File: config.mk
export PLATFORM = sky130hd
export DESIGN_NAME = pipelined_addsub
export DESIGN_NICKNAME = d
export VERILOG_FILES = /design/src/rtl/addsub_pkg.sv /design/src/rtl/addsub_core.sv /design/src/rtl/pipelined_addsub.sv
export SDC_FILE = /design/constraint.sdc
export NUM_CORES = 1
export LEC_CHECK = 0
export ABC_CLOCK_PERIOD_IN_PS = 6000
export CAP_MARGIN = 20
export CORE_ASPECT_RATIO = 1.5
export CORE_MARGIN = 2
export CORE_UTILIZATION = 55
export CTS_CLUSTER_SIZE = 28
export DETAILED_ROUTE_END_ITERATION = 10
export PLACE_DENSITY = 0.93
export REMOVE_ABC_BUFFERS = 1
export SYNTH_ARGS = -nofsm -noshare
export SYNTH_HDL_FRONTEND = slang
export SYNTH_SLANG_ARGS = --single-unit
File: constraint.sdc
create_clock -name clk -period 6 [get_ports clk]
set_input_delay 0.9 -clock clk [delete_from_list [all_inputs] [get_ports clk]]
set_output_delay 0.9 -clock clk [all_outputs]
set_load 0.005 [all_outputs]
File: src/rtl/addsub_pkg.sv
// Shared definitions for the pipelined add/subtract block: op codes, flag bit
// positions inside the {N, Z, C, V} flag vector, and op decode helpers.
package addsub_pkg;

  localparam logic [1:0] OP_ADD     = 2'b00;
  localparam logic [1:0] OP_SUB     = 2'b01;
  localparam logic [1:0] OP_ACC_ADD = 2'b10;
  localparam logic [1:0] OP_ACC_SUB = 2'b11;

  localparam int unsigned FLAG_W = 4;
  localparam int unsigned FLAG_N = 3;
  localparam int unsigned FLAG_Z = 2;
  localparam int unsigned FLAG_C = 1;
  localparam int unsigned FLAG_V = 0;

  // Flags of an all-zero result: only Z set
  localparam logic [FLAG_W-1:0] FLAGS_RESET = 4'b0100;

  // Accumulator ops take the accumulator as first operand
  function automatic logic is_acc_op(input logic [1:0] op);
    return (op == OP_ACC_ADD) || (op == OP_ACC_SUB);
  endfunction

  // Subtracting ops invert b and inject a carry-in of 1
  function automatic logic is_sub_op(input logic [1:0] op);
    return (op == OP_SUB) || (op == OP_ACC_SUB);
  endfunction

endpackage

File: src/rtl/addsub_core.sv
// Combinational add/subtract core.
// Forms x + b (or x + ~b + 1 when sub=1) in WIDTH+1 bits and derives {N,Z,C,V}.
// Optional macro PIPELINED_ADDSUB_SATURATE_EN clamps overflowing results; C is
// always taken from the unclamped sum, N/Z from the value actually returned.
// Ports:
//   x     in  WIDTH   first operand (a or accumulator)
//   b     in  WIDTH   second operand
//   sub   in  1       1 = subtract
//   res   out WIDTH   result (wrapped or clamped)
//   flags out 4       {N, Z, C, V}
module addsub_core
  import addsub_pkg::*;
#(
  parameter int unsigned WIDTH = 16
) (
  input  logic [WIDTH-1:0]  x,
  input  logic [WIDTH-1:0]  b,
  input  logic              sub,
  output logic [WIDTH-1:0]  res,
  output logic [FLAG_W-1:0] flags
);

  localparam int unsigned SUM_W = WIDTH + 1;

  logic [WIDTH-1:0] b_eff;
  logic [WIDTH:0]   sum;
  logic             ovf;

  // Two's complement add with carry-in for subtraction
  always_comb begin
    b_eff = sub ? ~b : b;
    sum   = {1'b0, x} + {1'b0, b_eff} + SUM_W'(sub);
    // Overflow: operands share a sign that the result does not
    ovf   = (x[WIDTH-1] == b_eff[WIDTH-1]) && (sum[WIDTH-1] != x[WIDTH-1]);
  end

  // Result selection: wrap, or clamp toward the side the operands pointed
  always_comb begin
`ifdef PIPELINED_ADDSUB_SATURATE_EN
    if (ovf) begin
      res = x[WIDTH-1] ? {1'b1, {(WIDTH-1){1'b0}}} : {1'b0, {(WIDTH-1){1'b1}}};
    end else begin
      res = sum[WIDTH-1:0];
    end
`else
    res = sum[WIDTH-1:0];
`endif
  end

  always_comb begin
    flags         = '0;
    flags[FLAG_N] = res[WIDTH-1];
    flags[FLAG_Z] = (res == '0);
    flags[FLAG_C] = sum[WIDTH];
    flags[FLAG_V] = ovf;
  end

endmodule

File: src/rtl/pipelined_addsub.sv
// One-stage pipelined add/subtract unit with accumulator and valid/ready
// handshake on both sides. Results and flags appear one cycle after a transfer
// and hold while the consumer stalls.
// Optional macro: PIPELINED_ADDSUB_SATURATE_EN (saturating results).
// Ports:
//   clk, reset            clock, asynchronous active-high reset
//   in_valid / in_ready   request handshake
//   op, a, b              op code and operands
//   acc_clear             synchronous accumulator clear
//   out_valid / out_ready result handshake
//   result, flags         registered result and {N, Z, C, V}
module pipelined_addsub
  import addsub_pkg::*;
#(
  parameter int unsigned WIDTH = 16
) (
  input  logic              clk,
  input  logic              reset,
  input  logic              in_valid,
  output logic              in_ready,
  input  logic [1:0]        op,
  input  logic [WIDTH-1:0]  a,
  input  logic [WIDTH-1:0]  b,
  input  logic              acc_clear,
  output logic              out_valid,
  input  logic              out_ready,
  output logic [WIDTH-1:0]  result,
  output logic [FLAG_W-1:0] flags
);

  logic [WIDTH-1:0]  acc;
  logic [WIDTH-1:0]  x_sel;
  logic [WIDTH-1:0]  core_res;
  logic [FLAG_W-1:0] core_flags;
  logic              xfer;

  // Accept whenever the result register is empty or being drained this cycle
  assign in_ready = !out_valid || out_ready;
  assign xfer     = in_valid && in_ready;

  // A coincident clear makes the accumulator operand zero for this op
  always_comb begin
    x_sel = a;
    if (is_acc_op(op)) begin
      x_sel = acc_clear ? '0 : acc;
    end
  end

  addsub_core #(
    .WIDTH (WIDTH)
  ) u_core (
    .x     (x_sel),
    .b     (b),
    .sub   (is_sub_op(op)),
    .res   (core_res),
    .flags (core_flags)
  );

  // Output register, valid bit and accumulator
  always_ff @(posedge clk or posedge reset) begin
    if (reset) begin
      out_valid <= 1'b0;
      result    <= '0;
      flags     <= FLAGS_RESET;
      acc       <= '0;
    end else if (xfer) begin
      out_valid <= 1'b1;
      result    <= core_res;
      flags     <= core_flags;
      acc       <= core_res;
    end else begin
      if (out_ready) begin
        out_valid <= 1'b0;
      end
      if (acc_clear) begin
        acc <= '0;
      end
    end
  end

endmodule

* Yosys cells after proc, flatten, opt, wreduce, memory -nomap -nowiden
Cells that the tools add are included.
Operators by class: reductions and logical operators 8, divide/modulo/power cells 0, shift operators 0, equality and inequality tests 5, bitwise logic cells 1, $add $sub $neg 2, multiplexer cells 6, multiply operators 0, $lt $le $gt $ge 0
Operators by type and width (count):
- 16-bit two-way mux | 4
- 16-bit by 16-bit adder with 17-bit output | 1
- 17-bit by 1-bit adder with 17-bit output | 1
- 16-bit logical NOT | 1
- 16-bit NOT | 1
- 2-bit equality test, second input constant | 2
- 1-bit logical OR | 3
- 2-bit by 1-bit equality test with 1-bit output, second input constant | 1
- 1-bit logical AND | 2
- 1-bit two-way mux | 2
- 2-bit nonzero test | 1
- 1-bit equality test | 1
- 1-bit logical NOT | 1
- 1-bit inequality test | 1
Storage, ports and cells: memory bits (read-only) 0, logic and storage cells 26, input port bits 39, bits in registers 37, latch bits 0, bits in writable memories 0, output and inout bits 22, memories kept 0

* Depth between registers and ports, before layout
Gate-level depths: netlist (run 1).
depth after elaboration 7, gate-level depth with buffers 13, mapped depth without buffers 10

* Cells and area by module
From an unflattened synthesis (run 1), not the netlist that was laid out.
Second synthesis, totals: cells, all modules 290, area total of the unflattened synthesis 2787.7 sq um
By module, submodules not included:
- pipelined_addsub | sequential area each 927.1 sq um, area an instance 1840.5 sq um, cells an instance 169, times used 1
- addsub_core | sequential area each 0.0 sq um, area an instance 947.2 sq um, cells an instance 121, times used 1

* Worst setup path after synthesis (run 1)
OpenSTA, ideal clock, no wires.
path kind input port to flip-flop, start in op[0], end reg flags[2], setup time 97 ps, data arrival time 3777 ps, data required time 5903 ps, path slack 2126 ps, stages 11, path buffers 2, cells stage by stage buf_2 -> buf_1 -> xor2_1 -> ha_1 -> a21o_1 -> a221oi_4 -> nor4_2 -> or4_4 -> a22oi_2 -> nand4_1 -> o41ai_2
Between the ends: word-level cells in the longest chain between the ends 6, elaborated cells on any way between the ends 10, classes of those cells add/sub: 2; eq/ne: 3; mux: 2; reduce/logical: 3
RTL lines:
- from (decl) | line pipelined_addsub.sv:21 | input logic [1:0] op,
- 2-bit equality test, or another cell as far along | line addsub_pkg.sv:21 | return (op == OP_ACC_ADD) || (op == OP_ACC_SUB);
- 1-bit logical OR, on equally long branches | line addsub_pkg.sv:21, addsub_pkg.sv:26
- 16-bit two-way mux, on equally long branches | line pipelined_addsub.sv:44, addsub_core.sv:31
- 16-bit by 16-bit adder with 17-bit output | line addsub_core.sv:32 | sum = {1'b0, x} + {1'b0, b_eff} + SUM_W'(sub);
- 17-bit by 1-bit adder with 17-bit output (*) | line addsub_core.sv:32
- 16-bit logical NOT (*) | line addsub_core.sv:53 | flags[FLAG_Z] = (res == '0);
- to (signal assigned) | line pipelined_addsub.sv:69 | flags <= core_flags;
- to (decl) | line pipelined_addsub.sv:28 | output logic [FLAG_W-1:0] flags
Mark *: on every way between the ends. The rest lies on a longest branch, timed or not. A chain may end at the register's enable or synchronous reset.

* Final worst setup path (run 1)
Ends and elaborated chain as after synthesis.

==> summary.txt, run 1 <==
Setup path
  – CP peak stage delay: roughly 1.1 ns
  – Worst path slowest cell: clkdlybuf4s50_1
  – Reg2reg start: acc[0]
  – Crit path cell chain: clkdlybuf4s50_1 > xor2_1 > fa_1 > a21o_1 > a221oi_4 > nor4_2 > or4_4 > a22oi_2 > nand4_1 > o41ai_2
  – CP Launch Type: input pin
  – Crit. End Element: flip-flop
  – CP Max Fanout: 17
  – Critical path origin: op[0]
  – Crit path DAT: around 4.7 ns
  – Setup CP Type: in2reg
  – Worst Path Required: between 6 and 7 ns

Clock network
  – Max clock buf depth: 2
  – CTS clk-pin slew, worst paths: approximately 0.07 ns
  – Worst-Skew Late Latency: 0.29 ns
  – CTS tree: done
  – Root Buffer Master: clkbuf_8
  – H-Tree Depth: 2
  – Num CTS Buffers: 5
  – Setup repair bufs after CTS: 0
  – Clock Sinks: 36
  – PostCTS Resize Cnt: 0
  – CTS Hold Bufs: 0

Logic synthesis
  – Most frequent cell after synthesis: nand2_1
  – Top_reg_cell synth: dfrtp_1
  – Post-synth top area cell: dfrtp_1
  – Post-synth EDFFs: 0
  – Avg Inst Size Synth: roughly 8.4 um2
  – Cell area after synthesis: 2700 um2
  – Async S/R FF share, synth: 1.00
  – Flops & latches, synth: 36
  – Seq/Total Area, Yosys: 0.334
  – Synth cell count leaders: nand2_1 (44), o21ai_0 (37), dfrtp_1 (35), nand3b_1 (31)
  – Top cells by area, synth: dfrtp_1 (32%), nand3b_1 (8.6%), ha_1 (7.0%), o21ai_0 (6.9%), xor2_1 (6.8%)
  – Mapped Cells: 320
  – Netlist cell types: 51
  – Synth top area share: 0.325
  – Ys Warns: 0

Power
  – Power Density: 267 nW/um2
  – Combinational share of power: 0.452
  – Power Internal: a little under 600 uW
  – Max IR drop VDD: about 170 uV
  – Pleak: 0.00155 uW
  – Switching Fraction: 0.357
  – Sw power: approximately 330 uW
  – Clk pwr share: 0.182
  – Reg power frac: 0.366

Finish
  – Design area: around 3400 um2
  – FF+latch area: ~900 um2
  – Antenna Cells: 0
  – Final design utilization: 0.718
  – Syn-to-layout area delta: 26.9%
  – Area occupied by multi-input gates: between 1500 and 2000 um2
  – # nets final: approximately 430
  – Layout cells sized above 1: 0.0535
  – Fillers: ~400

Floorplan
  – Core ar.: roughly 4800 um2
  – Rows: 31
  – Die height: 89.8 um
  – Initial Util: 0.565
  – Die area: 5490 um2
  – # IOs: 61
  – Die width: ~60 um

Drt
  – WL/cell: around 15 um
  – Vias per cell: ~5.8
  – Via count: around 2500
  – Pre-antenna DRT Iters: 4
  – Antenna Nets Post-Route: 0
  – Total Routed Length: roughly 6.7 mm
  – DR DRC count: 0
  – DRT iter0 DRCs: roughly 150

Min path
  – HP Start: result[2]
  – Hold/Removal Path Class: reg2reg

STA
  – Fin crit share: 0.741
  – Final Max Slew Viols: 0
  – Clk_skew: a little over 0.009 ns
  – Worst Tran Pin Value: approximately 0.95 ns
  – Final hold vios: 0
  – Highest Clock Rate: roughly 230 MHz
  – Setup TNS Final: 0 ns
  – Fin crit period: 4.44 ns
  – Worst rel slew slack: 0.364
  – Setup WS post-layout: between 1.5 and 2 ns
  – RSZ-0062 raised after global routing: false
  – Final setup viols: 0

Global route
  – Global route overflow: 0
  – Vias in the first global route: approximately 2500
  – Overall routing resource usage: 0.256
  – First-pass GRT wire length: approximately 11 mm
  – Initial antenna violation count: 0
  – Largest net degree at the start of global routing: 54

Job
  – Max-cap violations: 0

Placed design
  – # port buffers: 60
  – Dpl ws: around 1.1 ns
  – Placed inst area: 3330 um2
  – GPL Wtd Cong: between 0.8 and 0.9
  – DP Wirelength: 4.91 mm

Run status
  – Status: complete, no violations
-- sequential cells by signal (all words and copies together), names as in the netlist --
signal / flops
result: 16
flags: 3
out_valid: 1
acc: 16
-- cells by family after synthesis --
group                    count (synthesis)  share of synthesized area
buffers and inverters                   38                     0.0547
AO/OA/AOI/OAI                           79                      0.190
XOR/XNOR                                28                     0.0909
adder cells (fa/ha/maj)                 16                     0.0770
multiplexers                             3                     0.0121
flip-flops                              36                      0.334
AND/OR/NAND/NOR                        120                      0.241
-- through the flow --
| stage | cells | hold WS [ns] | total power (uW) |
|---|---|---|---|
| after CTS | 439 | 0.480 | 916 |
| final | 440 | 0.476 | 915 |
| after floorplan | 303 | 0.470 | 569 |
| after detailed placement | 431 | 0.463 | 746 |
| after global routing | 440 | 0.492 | 976 |
| after global placement | 431 | 0.462 | 731 |
-- per-layer routing --
layer / global-route usage / share of wire / up-vias
met5: 0 / 0 / -
met4: 0.125 / 0.029 / 0
met3: 0.0446 / 0.054 / 19
met2: 0.428 / 0.54 / 107
met1: 0.302 / 0.38 / 1189
li1: - / - / 1215
-- critical path: cells and delay by family --
| family | cells | cell delay (ns) |
|---|---|---|
| AO/OA/AOI/OAI | 4 | 1.10 |
| XOR/XNOR | 1 | 0.26 |
| adder cells (fa/ha/maj) | 1 | 0.52 |
| buffers and inverters | 1 | 1.10 |
| AND/OR/NAND/NOR | 3 | 0.76 |
-- placed cells by master, fill, tap and decap left out, drive strengths merged, types with 3 or more instances in the layout --
| cell type | n |
|---|---|
| nor3 | 6 |
| and3 | 4 |
| xor2 | 21 |
| o21ai | 37 |
| a31oi | 3 |
| ha | 15 |
| inv | 21 |
| nor2 | 14 |
| dfrtp | 35 |
| xnor2 | 7 |
| buf | 3 |
| nand2b | 6 |
| nor4 | 3 |
| clkbuf | 7 |
| clkdlybuf4s50 | 60 |
| nand2 | 44 |
| a21o | 8 |
| a21oi | 10 |
| nand3b | 31 |
-- area by class of cell --
| type | count | area share |
|---|---|---|
| Clock buffer | 7 | 0.0223 |
| Tap cell | 66 | 0.0241 |
| Clock inverter | 1 | 0.00146 |
| Inverter | 21 | 0.0230 |
| Multi-Input combinational cell | 246 | 0.481 |
| Timing Repair Buffer | 63 | 0.184 |
| Sequential cell | 36 | 0.264 |
-- final timing paths --
| check | to | slack (ns) | depth (start not counted) |
|---|---|---|---|
| hold reg to reg | result[2] | 0.48 | 2 |
| setup / recovery | flags[2] | 1.56 | 10 |
| max in group asynchronous | flags[2] | 4.63 | 3 |
| setup reg to reg | flags[2] | 2.93 | 10 |
| min in group asynchronous | result[2] | 1.01 | 3 |
| hold / removal | result[2] | 0.48 | 2 |
-- power groups by stage --
stage	combinational (uW)	clock, uW	sequential (uW)
after CTS	410	171	335
after floorplan	232	0	337
after global routing	453	181	341
after global placement	395	0	335
after detailed placement	406	0	340
final	413	167	335
No activity file was read; power rests on OpenSTA's default activity.
==> inputs of run 2 (changes only) <==
- ABC_CLOCK_PERIOD_IN_PS: 6000 -> 3800
- CORE_UTILIZATION: 55 -> 46
- PLACE_DENSITY: 0.93 -> 0.84
- clock period: 6 -> 3.8 ns (I/O delays scaled with it)
==> summary.txt, run 2 (synthesis results as in run 1) <==
Run status
  – Status: complete, no violations

Drt
  – Antenna Nets Post-Route: 0 (unchanged)
  – Total Routed Length: 6.97 mm (+3.7%)
  – DR DRC count: 0 (unchanged)
  – Via count: 2536 (+0.24%)
  – Vias per cell: 5.41 (-6.0%)
  – Met3 wire length: 175 um (-52%)
  – Pre-antenna DRT Iters: 4 (unchanged)
  – WL/cell: 14.9 um (-2.7%)
  – WL met2: 3.84 mm (+6.5%)
  – DRT iter0 DRCs: 133 (-13%)
  – Met1 wire length: 2.77 mm (+8.6%)
  – Top sig layer: met4

Clock network
  – CTS clk-pin slew, worst paths: 0.07 ns (about the same)
  – PostCTS Resize Cnt: 0 (unchanged)
  – CTS Hold Bufs: 0 (unchanged)
  – Worst-Skew Late Latency: 0.29 ns (about the same)
  – CTS tree: done
  – Setup repair bufs after CTS: 0 (unchanged)
  – Root Buffer Master: clkbuf_8
  – Num CTS Buffers: 5 (unchanged)
  – Max clock buf depth: 2 (unchanged)
  – H-Tree Depth: 2 (unchanged)
  – Clock Sinks: 36 (unchanged)

Floorplan
  – # IOs: 61 (unchanged)
  – Core ar.: 5740 um2 (+20%)
  – Die area: 6510 um2 (+18%)
  – Initial Util: 0.470 (-0.0957)
  – Die height: 97.8 um (+8.9%)
  – Rows: 34 (+9.7%)
  – Die width: 66.5 um (+8.7%)

Setup path
  – Worst path slowest cell: clkdlybuf4s50_1
  – CP peak stage delay: 0.63 ns (-0.47 ns)
  – Crit path DAT: 3.73 ns (-0.92 ns)
  – Buf/Inv on CP: 2 (+1)
  – CP Launch Type: input pin
  – Crit. End Element: flip-flop
  – CP delay by family, top: simple AND/OR/NAND/NOR gates
  – CP Max Fanout: 15 (-2)
  – Worst Path Required: 4.00 ns (-2.20 ns)
  – Setup CP Type: in2reg
  – Crit path cell chain: clkdlybuf4s50_1 > buf_4 > nand3b_1 > o21ai_0 > ha_1 > and3_1 > a221oi_4 > nor4_2 > or4_4 > a22oi_2 > nand4_1 > o41ai_2

Finish
  – Commonest non-fill, non-tap cell in the layout: clkdlybuf4s50_1
  – Antenna Cells: 0 (unchanged)
  – Most frequent cells in the layout: clkdlybuf4s50_1 (60), nand2_1 (44), o21ai_0 (37)
  – Top Registers: acc: 16 flops, result: 16 flops, flags: 3 flops
  – Layout cells sized above 1: 0.108 (+0.0548)
  – Syn-to-layout area delta: 33.3%
  – Non-Filler Instances: 469 (+6.6%)
  – # nets final: 451 (+5.4%)

Global route
  – Largest net degree at the start of global routing: 37 (-31%)
  – Overall routing resource usage: 0.232 (-0.0243)
  – Global route overflow: 0 (unchanged)
  – First-pass GRT wire length: 11.8 mm (+8.4%)
  – Vias in the first global route: 2685 (+8.3%)
  – Initial antenna violation count: 0 (unchanged)

Power
  – Max IR drop VDD: 215 uV (+29%)
  – Combinational share of power: 0.469 (+0.017)
  – Power Density: 415 nW/um2 (+55%)
  – Reg power frac: 0.354 (-0.012)
  – Power Internal: 971 uW (+65%)
  – Switching Fraction: 0.349 (-0.00867)
  – Sw power: 520 uW (+59%)
  – Pleak: 0.00166 uW (+7.0%)
  – Power, Total: 1490 uW (+63%)
  – Clk pwr share: 0.177 (-0.005)

Placed design
  – Dpl ws: -0.0267 ns (-1.16 ns)
  – GPL Wtd Cong: 0.949 (+5.7%)
  – # port buffers: 60 (unchanged)
  – DP Wirelength: 5.49 mm (+12%)
  – Placed Cells: 461 (+7.0%)

STA
  – Fin crit period: approximately 3.5 ns
  – Highest Clock Rate: about 280 MHz
  – Fin crit share: 0.930
  – Setup TNS Final: 0 ns (unchanged)
  – Setup WS post-layout: 0.266 ns (-1.29 ns)
  – Final setup viols: 0 (unchanged)
  – Clk_skew: 0.0108 ns (+0.00167 ns)
  – Final Max Slew Viols: 0 (unchanged)
  – Final hold vios: 0 (unchanged)
  – RSZ-0062 raised after global routing: false
  – Worst Tran Pin Value: 0.696 ns (-0.254 ns)
  – Worst rel slew slack: 0.535 (+0.170)

Min path
  – Hold/Removal Path Class: reg2reg

Job
  – Max-cap violations: 0 (unchanged)
-- run 2: metal layers --
metal	GRT usage	vias up
li1	-	1260
met1	0.252	1211
met2	0.430	48
met3	0.0346	17
met4	0.0973	0
met5	0	-
-- run 2: layout make-up --
cell class	instances	area (um2)
Clock inverter	1	5.00
Clock buffer	7	76.3
Tap cell	72	90.1
Timing Repair Buffer	86	796
Sequential cell	36	902
Fill cell	512	2150
Multi-Input combinational cell	246	1650
Inverter	21	78.8
-- run 2: worst paths after layout --
check                               start   endpoint  slack, ns  depth (start not counted)
worst max-delay path                op[1]   flags[2]       0.27                         12
worst min-delay path            result[1]  result[1]       0.48                          2
worst max register to register     acc[1]   flags[2]       0.83                         10
worst min register to register  result[1]  result[1]       0.48                          2
max in group asynchronous           reset   flags[2]       2.77                          3
min in group asynchronous           reset   flags[1]       0.68                          3
-- run 2: power groups by stage --
stage,registers (uW),logic [uW],clock network [uW]
after floorplan,532,366,0
after global placement,531,688,0
after detailed placement,536,699,0
after CTS,529,703,272
after global routing,540,771,293
final,528,699,264
-- run 2: tightest hold or removal path, delay by kind of cell (launching register included) --
family	cells	cell delay (ns)
and+or+nand+nor	2	0.11
DFF	1	0.34
-- run 2: through the flow --
| stage | hold slack (ns) | cell area (um2) | util |
|---|---|---|---|
| 2_1_floorplan | 0.470 | 2630 | - |
| 3_3_place_gp | 0.462 | 3510 | 0.612 |
| 3_5_place_dp | 0.463 | 3510 | 0.612 |
| 5_1_grt | 0.509 | 3600 | 0.626 |
| 6_report | 0.478 | 3600 | 0.626 |
| 4_1_cts | 0.479 | 3600 | 0.626 |
==> inputs of run 3 (changes only) <==
- ABC_CLOCK_PERIOD_IN_PS: 3800 -> unset
- CORE_ASPECT_RATIO: 1.5 -> 2
- SETUP_SLACK_MARGIN: unset -> 0.4
==> summary.txt, run 3 (synthesis results as in run 1) <==
Run status
  – Status: complete, no violations

Drt
  – Met1 wire length: 2.69 mm (-3.0%)
  – Met3 wire length: 237 um (+35%)
  – Pre-antenna DRT Iters: 4 (unchanged)
  – Total Routed Length: 7.29 mm (+4.5%)
  – WL met2: 3.98 mm (+3.6%)
  – Vias per cell: 5.76 (+6.6%)
  – Via count: 2617 (+3.2%)
  – DR DRC count: 0 (unchanged)
  – Antenna Nets Post-Route: 0 (unchanged)
  – DRT iter0 DRCs: 120 (-9.8%)
  – WL/cell: 16.0 um (+8.0%)
  – Top sig layer: met4

Finish
  – Top Registers: acc: 16 flops, result: 16 flops, flags: 3 flops
  – Antenna Cells: 0 (unchanged)
  – Most frequent cells in the layout: clkdlybuf4s50_1 (56), nand2_1 (44), o21ai_0 (37)
  – Layout cells sized above 1: 0.112 (+0.00365)
  – Commonest non-fill, non-tap cell in the layout: clkdlybuf4s50_1
  – Syn-to-layout area delta: 35.6%
  – # nets final: 447 (-0.89%)
  – Design area: 3660 um2 (+1.7%)

Clock network
  – Setup repair bufs after CTS: 0 (unchanged)
  – Worst-Skew Late Latency: 0.28 ns (about the same)
  – CTS Hold Bufs: 0 (unchanged)
  – H-Tree Depth: 2 (unchanged)
  – CTS clk-pin slew, worst paths: 0.06 ns (about the same)
  – Clock Sinks: 36 (unchanged)
  – Max clock buf depth: 2 (unchanged)
  – Root Buffer Master: clkbuf_16
  – Num CTS Buffers: 5 (unchanged)
  – CTS tree: done

Power
  – Power, Total: 1710 uW (+15%)
  – Power Internal: 1150 uW (+18%)
  – Pleak: 0.00170 uW (+2.2%)
  – Power Density: 468 nW/um2 (+13%)
  – Clk pwr share: 0.275 (+0.098)
  – Max IR drop VDD: 564 uV (+160%)
  – Reg power frac: 0.308 (-0.046)
  – Combinational share of power: 0.417 (-0.052)
  – Switching Fraction: 0.329 (-0.0202)
  – Sw power: 563 uW (+8.2%)

Job
  – Max-cap violations: 0 (unchanged)

Global route
  – Initial antenna violation count: 0 (unchanged)
  – Overall routing resource usage: 0.232 (about the same)
  – First-pass GRT wire length: 11.7 mm (-0.36%)
  – Global route overflow: 0 (unchanged)
  – Vias in the first global route: 2582 (-3.8%)
  – Largest net degree at the start of global routing: 37 (unchanged)

Setup path
  – CP Launch Type: input pin
  – CP Max Fanout: 4 (-11)
  – Crit. End Element: flip-flop
  – Setup CP Type: in2reg
  – Critical path origin: a[0]
  – Crit path DAT: 3.49 ns (-0.24 ns)
  – Reg2reg start: acc[1]
  – Worst Path Required: 3.99 ns (about the same)
  – Worst r2r path cells: 10 (unchanged)

STA
  – Final setup viols: 0 (unchanged)
  – Worst rel slew slack: 0.446 (-0.0884)
  – RSZ-0062 raised after global routing: false
  – Fin crit period: 3.30 ns (-0.233 ns)
  – Final Max Slew Viols: 0 (unchanged)
  – Worst Tran Pin Value: 0.829 ns (+0.132 ns)
  – Clk_skew: 0.00793 ns (-0.00285 ns)
  – Highest Clock Rate: 303 MHz (+7.1%)
  – Fin crit share: 0.869 (-0.0614)
  – Final hold vios: 0 (unchanged)

Min path
  – Worst hold stages: 2 (unchanged)
  – Hold/Removal Path Class: reg2reg
  – HP Start: result[5]

Floorplan
  – Initial Util: 0.472 (+0.00278)
  – Core ar.: 5710 um2 (-0.59%)
  – Die width: 58.2 um (-13%)
  – Die area: 6530 um2 (+0.38%)
  – Rows: 39 (+15%)
  – Die height: 112 um (+15%)
  – # IOs: 61 (unchanged)

Placed design
  – # port buffers: 60 (unchanged)
  – DP Wirelength: 5.74 mm (+4.4%)
  – GPL Wtd Cong: 0.915 (-3.5%)
  – Placed inst area: 3480 um2 (-0.89%)
[run 3: worst paths after layout]
kind / to / slack [ns]
worst max-delay path: flags[2] / 0.50
worst min-delay path: result[5] / 0.47
worst max register to register: flags[2] / 0.79
worst min register to register: result[5] / 0.47
max in group asynchronous: flags[2] / 2.75
min in group asynchronous: flags[1] / 0.70
[run 3: critical path: stages]
cell and delay [ns]:
clkdlybuf4s50_1 0.44, nand2b_1 0.16, a31oi_1 0.13, fa_1 0.42, a21o_1 0.24, a221oi_4 0.27
nor4_2 0.10, or4_4 0.50, a22oi_2 0.20, nand4_1 0.14, o41ai_2 0.31
[run 3: cell type report]
type | instances | area, um2
clock buffer | 5 | 125
clock inverter | 3 | 42.5
fill | 475 | 2050
inverter | 21 | 78.8
multi-input combinational | 246 | 1660
sequential | 36 | 902
tap | 61 | 76.3
timing repair buffer | 82 | 774
[run 3: metrics by stage]
step | setup WS (ns) | util | cells | hold slack (ns) | setup TNS [ns]
floorplan | 0.793 | - | 303 | 0.470 | 0
global placement | 0.0272 | 0.610 | 446 | 0.460 | 0
detailed placement | -0.124 | 0.610 | 446 | 0.462 | -0.133
CTS | 0.428 | 0.640 | 454 | 0.477 | 0
global route | 0.391 | 0.641 | 454 | 0.492 | 0
finish | 0.500 | 0.641 | 454 | 0.472 | 0
[run 3: metal layers]
layer | vias up | track usage
li1 | 1253 | -
met1 | 1256 | 0.242
met2 | 80 | 0.419
met3 | 28 | 0.0323
met4 | 0 | 0.140
met5 | - | 0
[run 3: what timing repair did]
item | 4_1_cts | 5_1_grt
resized for setup | 4 | 5
endpoints found under the setup margin | 8 | 8
pin swaps | 0 | 1
[run 3: power groups by stage]
stage	logic, uW	registers, uW	clock network, uW
floorplan	366	532	0
global placement	686	530	0
detailed placement	704	535	0
CTS	711	528	474
global route	777	539	488
finish	714	527	472
